`config.mk`:
```
export PLATFORM = sky130hd
export DESIGN_NAME = denetim_durum_birimi_p_flat
export DESIGN_NICKNAME = d
export VERILOG_FILES = /design/src/rtl/denetim_durum_birimi_p_if.sv /design/src/rtl/denetim_durum_birimi_p.sv /design/src/flat_wrapper.sv
export SDC_FILE = /design/constraint.sdc
export NUM_CORES = 1
export LEC_CHECK = 0
export CORE_MARGIN = 2
export CORE_UTILIZATION = 40
export CTS_CLUSTER_SIZE = 30
export DETAILED_ROUTE_END_ITERATION = 8
export PLACE_DENSITY = 0.8
export SLEW_MARGIN = 20
export SYNTH_ARGS = -nofsm -noshare
export SYNTH_HDL_FRONTEND = slang
export SYNTH_SLANG_ARGS = --single-unit
export TNS_END_PERCENT = 1
```
`constraint.sdc`:
```
create_clock -name clk_i -period 2.4 [get_ports clk_i]
set_input_delay 0.48 -clock clk_i [delete_from_list [all_inputs] [get_ports clk_i]]
set_output_delay 0.48 -clock clk_i [all_outputs]
set_load 0.005 [all_outputs]
```
`src/rtl/denetim_durum_birimi_p_if.sv`:
```
`default_nettype none
// ============================================================================
//  Module   : denetim_durum_birimi_p_if
//  Purpose  : Signal bundle between the pipeline datapath and the pipeline
//             control/hazard unit (denetim_durum_birimi_p).
//  Ports    : slave  - the control unit: takes hazard/flush sources, drives
//                      forwarding selectors, stall/bubble masks, valid bits
//                      and the load-use bubble counter.
//             master - the datapath side (mirror of slave).
//  Revision : 1.0  initial release
// ============================================================================
interface denetim_durum_birimi_p_if #(
  parameter int KAYNAK    = 2,
  parameter int RS_SAYISI = 2,
  parameter int SAYAC_BIT = 16
);
  localparam int ASAMA = KAYNAK + 2;
  localparam int YW    = $clog2(KAYNAK + 1);

  logic                      gtr_yanlis_tahmin_i;
  logic                      yrt_istisna_i;
  logic                      gtr_hazir_i;
  logic [RS_SAYISI*5-1:0]    cyo_rs_adres_i;
  logic [KAYNAK*5-1:0]       kaynak_rd_adres_i;
  logic [KAYNAK-1:0]         kaynak_yaz_yazmac_i;
  logic [KAYNAK-1:0]         kaynak_hazir_i;
  logic                      yrt_bellek_oku_i;
  logic [RS_SAYISI*YW-1:0]   cyo_yonlendir_o;
  logic [ASAMA-1:0]          durdur_o;
  logic [ASAMA-1:0]          bosalt_o;
  logic [ASAMA-1:0]          gecerli_o;
  logic [SAYAC_BIT-1:0]      yb_sayac_o;

  modport slave (
    input  gtr_yanlis_tahmin_i, yrt_istisna_i, gtr_hazir_i, cyo_rs_adres_i,
           kaynak_rd_adres_i, kaynak_yaz_yazmac_i, kaynak_hazir_i, yrt_bellek_oku_i,
    output cyo_yonlendir_o, durdur_o, bosalt_o, gecerli_o, yb_sayac_o
  );

  modport master (
    output gtr_yanlis_tahmin_i, yrt_istisna_i, gtr_hazir_i, cyo_rs_adres_i,
           kaynak_rd_adres_i, kaynak_yaz_yazmac_i, kaynak_hazir_i, yrt_bellek_oku_i,
    input  cyo_yonlendir_o, durdur_o, bosalt_o, gecerli_o, yb_sayac_o
  );
endinterface
`default_nettype wire

```
`src/rtl/denetim_durum_birimi_p.sv`:
```
`default_nettype none
// ============================================================================
//  Module   : denetim_durum_birimi_p
//  Purpose  : Pipeline control unit. Produces per-stage hold (durdur) and
//             bubble (bosalt) masks, tracks per-stage valid bits, selects
//             operand forwarding sources for the decode stage, detects
//             load-use hazards and counts inserted load-use bubbles.
//             Stages: 0 GETIR, 1 COZ, 2 YURUT ... KAYNAK+1 GERIYAZ.
//  Ports    : clk_i   - clock, rising edge
//             rst_ni  - asynchronous active-low reset
//             bus     - denetim_durum_birimi_p_if.slave (hazard inputs,
//                       forwarding/stall/bubble/valid/counter outputs)
//  Revision : 1.0  initial release
// ============================================================================
module denetim_durum_birimi_p #(
  parameter int KAYNAK           = 2,
  parameter int RS_SAYISI        = 2,
  parameter int BASLANGIC_CEVRIM = 1,
  parameter int SAYAC_BIT        = 16
) (
  input wire                      clk_i,
  input wire                      rst_ni,
  denetim_durum_birimi_p_if.slave bus
);
  localparam int                   ASAMA        = KAYNAK + 2;
  localparam int                   YW           = $clog2(KAYNAK + 1);
  localparam logic [7:0]           C_BASLANGIC  = 8'(BASLANGIC_CEVRIM);
  localparam logic [SAYAC_BIT-1:0] C_SAYAC_DOLU = '1;

  logic [ASAMA-1:0]        r_gecerli;
  logic [7:0]              r_baslangic;
  logic [SAYAC_BIT-1:0]    r_yb_sayac;

  logic                    w_bekle;
  logic                    w_rs_eslesme;
  logic                    w_lu;
  logic [ASAMA-1:0]        w_mesgul;
  logic [ASAMA-1:0]        w_durdur;
  logic [ASAMA-1:0]        w_bosalt;
  logic [ASAMA-1:0]        w_gecerli_sonraki;
  logic [RS_SAYISI*YW-1:0] w_yonlendir;

  assign w_bekle = (r_baslangic != 8'd0);

  // Load-use: the load sitting in YURUT produces rd too late for any rs
  // being read in COZ this cycle.
  always_comb begin
    w_rs_eslesme = 1'b0;
    for (int r = 0; r < RS_SAYISI; r++) begin
      if (bus.cyo_rs_adres_i[5*r +: 5] == bus.kaynak_rd_adres_i[4:0]) begin
        w_rs_eslesme = 1'b1;
      end
    end
  end

  assign w_lu = r_gecerli[2] & bus.kaynak_yaz_yazmac_i[0] & bus.yrt_bellek_oku_i &
                (bus.kaynak_rd_adres_i[4:0] != 5'd0) & w_rs_eslesme;

  // w_mesgul[j] (j >= 2): some stage at or after j cannot advance. A busy
  // stage back-pressures everything in front of it, hence the suffix OR.
  always_comb begin
    logic v_acc;
    w_mesgul = '0;
    v_acc    = 1'b0;
    for (int j = ASAMA - 1; j >= 2; j--) begin
      v_acc       = v_acc | ~bus.kaynak_hazir_i[j-2];
      w_mesgul[j] = v_acc;
    end
  end

  always_comb begin
    w_durdur    = '0;
    w_bosalt    = '0;
    w_durdur[0] = w_mesgul[2] | w_lu;
    w_durdur[1] = w_mesgul[2] | w_lu;
    for (int i = 2; i < ASAMA; i++) begin
      w_durdur[i] = w_mesgul[i];
    end

    // A stage gets a bubble when it advances but its upstream holds;
    // COZ also takes one when GETIR has nothing to hand over.
    w_bosalt[0] = w_bekle | bus.gtr_yanlis_tahmin_i | bus.yrt_istisna_i;
    w_bosalt[1] = w_bekle | bus.gtr_yanlis_tahmin_i | bus.yrt_istisna_i |
                  (~w_durdur[1] & (w_durdur[0] | ~bus.gtr_hazir_i));
    w_bosalt[2] = w_bekle | bus.yrt_istisna_i | (w_durdur[1] & ~w_durdur[2]);
    for (int i = 3; i < ASAMA; i++) begin
      w_bosalt[i] = w_bekle | (w_durdur[i-1] & ~w_durdur[i]);
    end
  end

  // Bubble wins over hold for the same stage.
  always_comb begin
    w_gecerli_sonraki = '0;
    if (w_bosalt[0])      w_gecerli_sonraki[0] = 1'b0;
    else if (w_durdur[0]) w_gecerli_sonraki[0] = r_gecerli[0];
    else                  w_gecerli_sonraki[0] = 1'b1;
    for (int i = 1; i < ASAMA; i++) begin
      if (w_bosalt[i])      w_gecerli_sonraki[i] = 1'b0;
      else if (w_durdur[i]) w_gecerli_sonraki[i] = r_gecerli[i];
      else                  w_gecerli_sonraki[i] = r_gecerli[i-1];
    end
  end

  // Forwarding: the youngest producer (smallest k) wins, so scan from the
  // oldest down and let later hits overwrite. x0 never forwards.
  always_comb begin
    logic [YW-1:0] v_sec;
    w_yonlendir = '0;
    for (int r = 0; r < RS_SAYISI; r++) begin
      v_sec = '0;
      for (int k = KAYNAK - 1; k >= 0; k--) begin
        if (r_gecerli[k+2] && bus.kaynak_yaz_yazmac_i[k] &&
            (bus.kaynak_rd_adres_i[5*k +: 5] == bus.cyo_rs_adres_i[5*r +: 5]) &&
            (bus.cyo_rs_adres_i[5*r +: 5] != 5'd0)) begin
          v_sec = YW'(k + 1);
        end
      end
      w_yonlendir[r*YW +: YW] = v_sec;
    end
  end

  always_ff @(posedge clk_i or negedge rst_ni) begin
    if (!rst_ni) begin
      r_gecerli   <= '0;
      r_baslangic <= C_BASLANGIC;
      r_yb_sayac  <= '0;
    end else begin
      r_gecerli <= w_gecerli_sonraki;
      if (w_bekle) begin
        r_baslangic <= r_baslangic - 8'd1;
      end
      // Only count when the bubble really enters YURUT this cycle.
      if (w_lu && !w_durdur[2] && (r_yb_sayac != C_SAYAC_DOLU)) begin
        r_yb_sayac <= r_yb_sayac + SAYAC_BIT'(1);
      end
    end
  end

  assign bus.cyo_yonlendir_o = w_yonlendir;
  assign bus.durdur_o        = w_durdur;
  assign bus.bosalt_o        = w_bosalt;
  assign bus.gecerli_o       = r_gecerli;
  assign bus.yb_sayac_o      = r_yb_sayac;
endmodule
`default_nettype wire

```
`src/flat_wrapper.sv`:
```
// flat-port wrapper written by rule: the top's interface ports become plain ports
module denetim_durum_birimi_p_flat 
#(
  parameter int KAYNAK           = 2,
  parameter int RS_SAYISI        = 2,
  parameter int BASLANGIC_CEVRIM = 1,
  parameter int SAYAC_BIT        = 16
)
  (clk_i, rst_ni, bus_gtr_yanlis_tahmin_i, bus_yrt_istisna_i, bus_gtr_hazir_i, bus_cyo_rs_adres_i, bus_kaynak_rd_adres_i, bus_kaynak_yaz_yazmac_i, bus_kaynak_hazir_i, bus_yrt_bellek_oku_i, bus_cyo_yonlendir_o, bus_durdur_o, bus_bosalt_o, bus_gecerli_o, bus_yb_sayac_o);
  denetim_durum_birimi_p_if #(.KAYNAK(KAYNAK), .RS_SAYISI(RS_SAYISI), .SAYAC_BIT(SAYAC_BIT)) bus_i ();
  input wire clk_i;
  input wire rst_ni;
  input wire logic [$bits(bus_i.gtr_yanlis_tahmin_i)-1:0] bus_gtr_yanlis_tahmin_i;
  input wire logic [$bits(bus_i.yrt_istisna_i)-1:0] bus_yrt_istisna_i;
  input wire logic [$bits(bus_i.gtr_hazir_i)-1:0] bus_gtr_hazir_i;
  input wire logic [$bits(bus_i.cyo_rs_adres_i)-1:0] bus_cyo_rs_adres_i;
  input wire logic [$bits(bus_i.kaynak_rd_adres_i)-1:0] bus_kaynak_rd_adres_i;
  input wire logic [$bits(bus_i.kaynak_yaz_yazmac_i)-1:0] bus_kaynak_yaz_yazmac_i;
  input wire logic [$bits(bus_i.kaynak_hazir_i)-1:0] bus_kaynak_hazir_i;
  input wire logic [$bits(bus_i.yrt_bellek_oku_i)-1:0] bus_yrt_bellek_oku_i;
  output wire logic [$bits(bus_i.cyo_yonlendir_o)-1:0] bus_cyo_yonlendir_o;
  output wire logic [$bits(bus_i.durdur_o)-1:0] bus_durdur_o;
  output wire logic [$bits(bus_i.bosalt_o)-1:0] bus_bosalt_o;
  output wire logic [$bits(bus_i.gecerli_o)-1:0] bus_gecerli_o;
  output wire logic [$bits(bus_i.yb_sayac_o)-1:0] bus_yb_sayac_o;
  assign bus_i.gtr_yanlis_tahmin_i = bus_gtr_yanlis_tahmin_i;
  assign bus_i.yrt_istisna_i = bus_yrt_istisna_i;
  assign bus_i.gtr_hazir_i = bus_gtr_hazir_i;
  assign bus_i.cyo_rs_adres_i = bus_cyo_rs_adres_i;
  assign bus_i.kaynak_rd_adres_i = bus_kaynak_rd_adres_i;
  assign bus_i.kaynak_yaz_yazmac_i = bus_kaynak_yaz_yazmac_i;
  assign bus_i.kaynak_hazir_i = bus_kaynak_hazir_i;
  assign bus_i.yrt_bellek_oku_i = bus_yrt_bellek_oku_i;
  assign bus_cyo_yonlendir_o = bus_i.cyo_yonlendir_o;
  assign bus_durdur_o = bus_i.durdur_o;
  assign bus_bosalt_o = bus_i.bosalt_o;
  assign bus_gecerli_o = bus_i.gecerli_o;
  assign bus_yb_sayac_o = bus_i.yb_sayac_o;
  denetim_durum_birimi_p #(.KAYNAK(KAYNAK), .RS_SAYISI(RS_SAYISI), .BASLANGIC_CEVRIM(BASLANGIC_CEVRIM), .SAYAC_BIT(SAYAC_BIT)) u_core (.clk_i(clk_i), .rst_ni(rst_ni), .bus(bus_i));
endmodule
```
==> impl_results.md, run 1 <==
- RSZ-0062 raised after global routing: true
- Congestion Overflow GR: 0
- Synth cell types: 36
- Post-synth EDFFs: 0
- VDD IR-drop max: 0.212 mV
- Setup crit start kind: flip-flop
- Hold_sp: u_core.bus.yb_sayac_o[14]
- CTS Buf Count: 3
- Post-Syn Nets: 208
- Arr. time, crit path: 2230 ps
- Hpwl dp: 3630 microns
- DRT Pass-1 Iters: 4
- Clk pwr share: 36.9%
- Failing checks: negative setup slack
- Pre-CTS setup slack: -784 ps
- Setup WS post-layout: -309 ps
- Count of state elements after synthesis: 28
- H-tree Lvls: 1
- Total of max-cap violations: 0
- Internal: 0.799 mW
- Initial antenna violation count: 0
- Clock buffer depth: 2
- Area Overhead vs Synth: 66.6%
- Worst skew pair latency: 290 ps
- Max Clk Rate: 0.369 GHz
- Seq/Total Area, Yosys: 41.4%
- First-pass GRT wire length: 8340 microns
- Largest net degree at the start of global routing: 29
- Synth Instances: 175
- Post-synth top area cell: dfrtp_1
- LEAKAGE: 1.31 nW
- Num rows: 23
- Synth warn: 0
- Hold Path Depth: 1
- Power per cell area: 365 nW/um^2
- Multi-input logic area: 1030 sq um
- Clock root cell: clkbuf_8
- HP Class: flip-flop to flip-flop
- # DRC: 0
- Top cells by area, synth: dfrtp_1 40%, xnor2_1 12%, xor2_1 8.8%
- Async SR Flop Fraction: between 90% and 100%
- RePlAce Congestion: 0.859
- Final Hold Violating Endpoints: 0
- Layout net count: ~310
- Vias in the first global route: 1763
- Setup slack, reg-to-reg: 260 ps
- Initial Utilization: 42.0%
- Worst Reg-to-Reg Cells: 7
- Die ar.: 4770 sq um
- Measured slew at the worst slew-check pin: roughly 360 ps
- Ant. Diodes: 0
- I/O pin count: between 60 and 70
- Comb power frac: 17.2%
- Setup crit end kind: output pin
- Slew HR: 76.0%
- Top cell type's share of synthesized area: 39.9%
- Vias: 1682
- Syn Std Cell Area: 1690 sq um
- Total routed wirelength: 5050 microns
- Wire length per cell: 15.3 microns
- Max Clock Skew: 6.12 ps
- Crit Reg-Reg Endpoint: u_core.bus.gecerli_o[1]
- Sink Count: 28
- DRT iter0 DRCs: 77
- Clock transition at the registers of the reported paths: about 100 ps
- CTS tree: built
- Slew Viols, Final: 0
- Setup Crit Path Kind: flip-flop to output pin
- Die width: between 60 and 70 microns
- Hold endpoint: u_core.bus.yb_sayac_o[14]
- Buffers on Ports: 61
- P_sw: around 0.23 mW
- Final ANT Viol Nets: 0
- Core ar.: 4030 sq um
- Max FO, Critical Path: 3
- Period Utilization, post-route: 113%
- Synth Area per Inst: approximately 9.7 sq um
- Sequential Power Share: 45.9%
- Endpoints failing setup: 9
- WP data required: roughly 1900 ps
- Status: finished, violations left
- Fin crit period: 2710 ps
- Vias per cell: 5.10
- Chip height: 69.1 microns
- Register area: 702 sq um
- R2r startpoint: u_core.r_baslangic[3]
- Net Sw Frac: between 20% and 30%
- Fill cell count: 300
- Final core occ: 70.1%
- GR Util All Layers: a little over a fifth
- Share of layout cells above drive strength 1: 27.9%
- Top FF cell, synth: dfrtp_1
[cell usage in the layout (no fill, tap or decap), types with 2 or more instances in the layout]
| cell | count |
|---|---|
| buf_4 | 42 |
| nor3_2 | 4 |
| nand3_1 | 11 |
| clkdlybuf4s50_1 | 40 |
| o21ai_1 | 2 |
| dfrtp_1 | 27 |
| clkbuf_8 | 3 |
| a21oi_1 | 2 |
| nand4_1 | 8 |
| nor3_1 | 6 |
| buf_2 | 4 |
| nor4_1 | 5 |
| buf_6 | 4 |
| dlymetal6s2s_1 | 2 |
| inv_1 | 6 |
| a21o_1 | 2 |
| ha_1 | 3 |
| xnor2_1 | 24 |
| or4_4 | 4 |
| nor2_1 | 14 |
| clkdlybuf4s15_1 | 4 |
| dlygate4sd2_1 | 10 |
| nand2_1 | 10 |
| and3_1 | 4 |
| xor2_1 | 17 |
[sequential cells by signal, indices dropped and copies added, names as in the netlist]
| register | count |
|---|---|
| u_core.bus.yb_sayac_o | 16 |
| u_core.r_baslangic | 8 |
| u_core.bus.gecerli_o | 4 |
[per-layer routing]
| metal | wire length, microns | share of wire (%) | vias up | GRT usage (%) |
|---|---|---|---|---|
| met5 | 0 | 0 | - | 0 |
| met2 | 2440 | 48 | 58 | 35.6 |
| met3 | 310 | 6.1 | 13 | 4.68 |
| met4 | 152 | 3.0 | 0 | 10.2 |
| met1 | 2150 | 42 | 790 | 26.5 |
| li1 | - | - | 821 | - |
[cell families after synthesis]
family                     share of synthesized area, %
muxes                                              1.26
AOI/OAI and AO/OA                                  5.10
DFF                                                41.4
buffers and inverters                              3.40
and+or+nand+nor                                    25.4
adders and majority gates                          2.22
xor gates and xnor gates                           21.2
[worst max-delay path, stage by stage (launching register included)]
cell	delay (ps)
dfrtp_1	390
or4_4	550
or4b_4	540
nor3_4	170
buf_6	120
o21ai_1	50
buf_2	130
[power by group through the flow]
stage / registers, mW / clock network [mW] / logic (mW)
global route: 0.473 / 0.405 / 0.190
floorplan: 0.482 / 0 / 0.0439
detailed placement: 0.482 / 0 / 0.166
finish: 0.473 / 0.380 / 0.177
CTS: 0.473 / 0.386 / 0.172
global placement: 0.482 / 0 / 0.164
[cell usage after synthesis, drive strengths merged (2+ instances only)]
library cell,count
dfrtp,27
xnor2,24
xor2,17
nor2,16
nand3,12
nor3,11
nand2,10
nand4,8
inv,7
nor4,6
or4,5
a21oi,4
and3,4
buf,3
ha,3
a21o,2
clkbuf,2
nor4b,2
o21ai,2
[through the flow]
stage	hold WS, ps	power (mW)	instance area, sq um	TNS, ps	instances
3_5_place_dp	480	0.648	2630	-8410	319
2_1_floorplan	184	0.526	1700	-15.5	175
4_1_cts	498	1.03	2800	-1940	330
6_report	494	1.03	2820	-1700	330
3_3_place_gp	478	0.646	2630	-7720	319
5_1_grt	539	1.07	2820	-2170	330
[worst max-delay path by stage]
stage                                  start              end  slack, ps
finish                 u_core.r_baslangic[3]  bus_bosalt_o[1]       -310
global route           u_core.r_baslangic[3]  bus_bosalt_o[1]       -360
CTS                    u_core.r_baslangic[3]  bus_bosalt_o[1]       -350
detailed placement  bus_kaynak_rd_adres_i[1]  bus_bosalt_o[1]       -780
global placement    bus_kaynak_rd_adres_i[1]  bus_bosalt_o[1]       -770
floorplan              u_core.r_baslangic[2]  bus_bosalt_o[2]        -20
[timing repair]
action,CTS,global route
hold endpoints to repair,0,0
hold buffers,0,0
pin swaps,11,5
endpoints found under the setup margin,10,11
gates cloned,0,0
setup buffers,7,0
gates resized for setup,53,9
[cell type report]
| type | instances | share of cell area [%] |
|---|---|---|
| Clock inverter | 1 | 1.06 |
| Inverter | 7 | 0.931 |
| Sequential cell | 28 | 24.9 |
| Tap cell | 50 | 2.22 |
| Clock buffer | 3 | 1.46 |
| Multi-Input combinational cell | 135 | 36.4 |
| Timing Repair Buffer | 106 | 33.1 |
Power figures use the tool's default switching activity.
==> inputs of run 2 (changes only) <==
Settings changed: CELL_PAD_IN_SITES_DETAIL_PLACEMENT set to 2, CELL_PAD_IN_SITES_GLOBAL_PLACEMENT set to 2, CORE_UTILIZATION 40 to 23, PLACE_DENSITY 0.8 to 0.79.
==> impl_results.md, run 2 (synthesis gave the netlist of run 1 again) <==
- Final hold slack: 501 ps (+6.58 ps)
- Worst skew pair latency: 280 ps (about the same)
- DRT Pass-1 Iters: 4 (unchanged)
- Total of max-cap violations: 0 (unchanged)
- WP data required: 1920 ps (about the same)
- Final Hold Violating Endpoints: 0 (unchanged)
- DRT iter0 DRCs: 32 (-58%)
- First-pass GRT wire length: 12000 microns (+44%)
- Max reg flops: 16 (unchanged)
- Clock root cell: clkbuf_8
- Setup crit start kind: flip-flop
- Layout net count: 327 (+4.1%)
- Die ar.: 8070 sq um (+69%)
- Failing checks: negative setup slack
- # DRC: 0 (unchanged)
- VDD IR-drop max: 0.235 mV (+11%)
- RSZ-0062 raised after global routing: true
- Slew HR: 74.3% (-1.7 points)
- Final ANT Viol Nets: 0 (unchanged)
- Setup WS post-layout: -355 ps (-46.5 ps)
- Clock transition at the registers of the reported paths: 100 ps (about the same)
- Most frequent cells in the layout: 49 x buf_4, 37 x clkdlybuf4s50_1, 27 x dfrtp_1
- Buffers on Ports: 61 (unchanged)
- Die width: 89.8 microns (+30%)
- LEAKAGE: 1.43 nW (+8.5%)
- Arr. time, crit path: 2280 ps (+50 ps)
- Clock buffer depth: 2 (unchanged)
- GR Util All Layers: 18.9% (-2.6 points)
- Global routing's busiest layer: met2
- Max FO, Critical Path: 3 (unchanged)
- Routing usage on met2: 36.0% (+0.47 points)
- Sink Count: 28 (unchanged)
- Setup Crit Path Kind: flip-flop to output pin
- Initial antenna violation count: 0 (unchanged)
- Power per cell area: 349 nW/um^2 (-4.3%)
- Multi-input logic area: 1060 sq um (+2.8%)
- Chip height: 89.8 microns (+30%)
- Max Clock Skew: 6.14 ps (+0.0276 ps)
- Cts hold-fix bufs: 0 (unchanged)
- Register area: 702 sq um (unchanged)
- RePlAce Congestion: 0.862 (+0.33%)
- HP Class: flip-flop to flip-flop
- Vias: 1830 (+8.8%)
- GR Util met3: 3.19% (-1.5 points)
- CTS tree: built
- Setup crit end kind: output pin
- Hpwl dp: 5200 microns (+43%)
- Area Overhead vs Synth: 79.0%
- Final Power: 1.06 mW (+2.9%)
- I/O pin count: 62 (unchanged)
- Setup TNS: -1950 ps (-249 ps)
- Met1 usage: 22.0% (-4.6 points)
- Wire length per cell: 19.9 microns (+30%)
- Congestion Overflow GR: 0 (unchanged)
- Status: finished, violations left
- Vias per cell: 4.67 (-8.4%)
- CTS Buf Count: 3 (unchanged)
- Total routed wirelength: 7790 microns (+54%)
- Measured slew at the worst slew-check pin: 385 ps (+25.4 ps)
- Share of layout cells above drive strength 1: 33.8% (+5.9 points)
- Fill cell count: 776 (+160%)
- Pre-CTS setup slack: -852 ps (-67.5 ps)
- Num rows: 31 (+35%)
- Initial Utilization: 23.6% (-18 points)
- Endpoints failing setup: 10 (+1)
- Ant. Diodes: 0 (unchanged)
- Fin crit period: 2760 ps (+46.5 ps)
- H-tree Lvls: 1 (unchanged)
- Core ar.: 7180 sq um (+78%)
- Period Utilization, post-route: 115% (+1.9 points)
- Final core occ: 42.3% (-28 points)
- Largest net degree at the start of global routing: 29 (unchanged)
- Slew Viols, Final: 0 (unchanged)
- Vias in the first global route: 2114 (+20%)
- Commonest non-fill, non-tap cell in the layout: buf_4
- Max Clk Rate: 0.363 GHz (-1.7%)
==> run 2: area by class of cell <==
| class | instances | area share, % |
|---|---|---|
| clock buffers | 3 | 1.36 |
| clock inverters | 1 | 0.990 |
| inverters | 7 | 0.866 |
| multi-input cells | 135 | 34.8 |
| flip-flops and latches | 28 | 23.1 |
| well taps | 99 | 4.08 |
| repair buffers | 119 | 34.7 |
==> run 2: what timing repair did <==
item	4_1_cts	5_1_grt
pin swaps	13	12
endpoints found under the setup margin	17	20
gates resized for setup	51	30
endpoints found under the hold margin	0	0
setup buffers	12	5
==> run 2: through the flow <==
step	instance area [sq um]	instances
5_1_grt	3030	392
2_1_floorplan	1700	175
3_3_place_gp	2720	371
6_report	3030	392
3_5_place_dp	2720	371
4_1_cts	2950	387
==> run 2: final timing paths <==
check	slack, ps	cells past startpoint	endpoint	start
max in group asynchronous	1500	2	u_core.r_baslangic[0]	rst_ni
worst max register to register	-340	12	u_core.bus.gecerli_o[0]	u_core.r_baslangic[3]
worst min register to register	500	1	u_core.bus.yb_sayac_o[5]	u_core.bus.yb_sayac_o[5]
min in group asynchronous	580	2	u_core.r_baslangic[5]	rst_ni
worst max-delay path	-360	6	bus_bosalt_o[1]	u_core.r_baslangic[3]
worst min-delay path	500	1	u_core.bus.yb_sayac_o[5]	u_core.bus.yb_sayac_o[5]
==> run 2: metal layers <==
metal / vias up / share of wire, % / wire [microns]
li1: 849 / - / -
met1: 920 / 39 / 3070
met2: 47 / 55 / 4290
met3: 14 / 3.1 / 238
met4: 0 / 2.5 / 195
met5: - / 0 / 0
==> run 2: where the power goes <==
part / switching [mW] / internal (mW) / total [mW]
clock network: 0.159 / 0.224 / 0.383
registers: 0.000502 / 0.472 / 0.473
logic: 0.0895 / 0.114 / 0.203
==> run 2: worst max-delay path, stage by stage, from the launching register on <==
cell and delay, ps:
dfrtp_1 400, or4_4 550, or4b_4 570, nor3_4 180
buf_6 130, o21ai_2 40, buf_2 120
==> inputs of run 3 (changes only) <==
Settings changed: CTS_CLUSTER_SIZE 30 to 12.
==> results of run 3 <==
The final DEF is identical to that of run 2; final timing and power are the same.
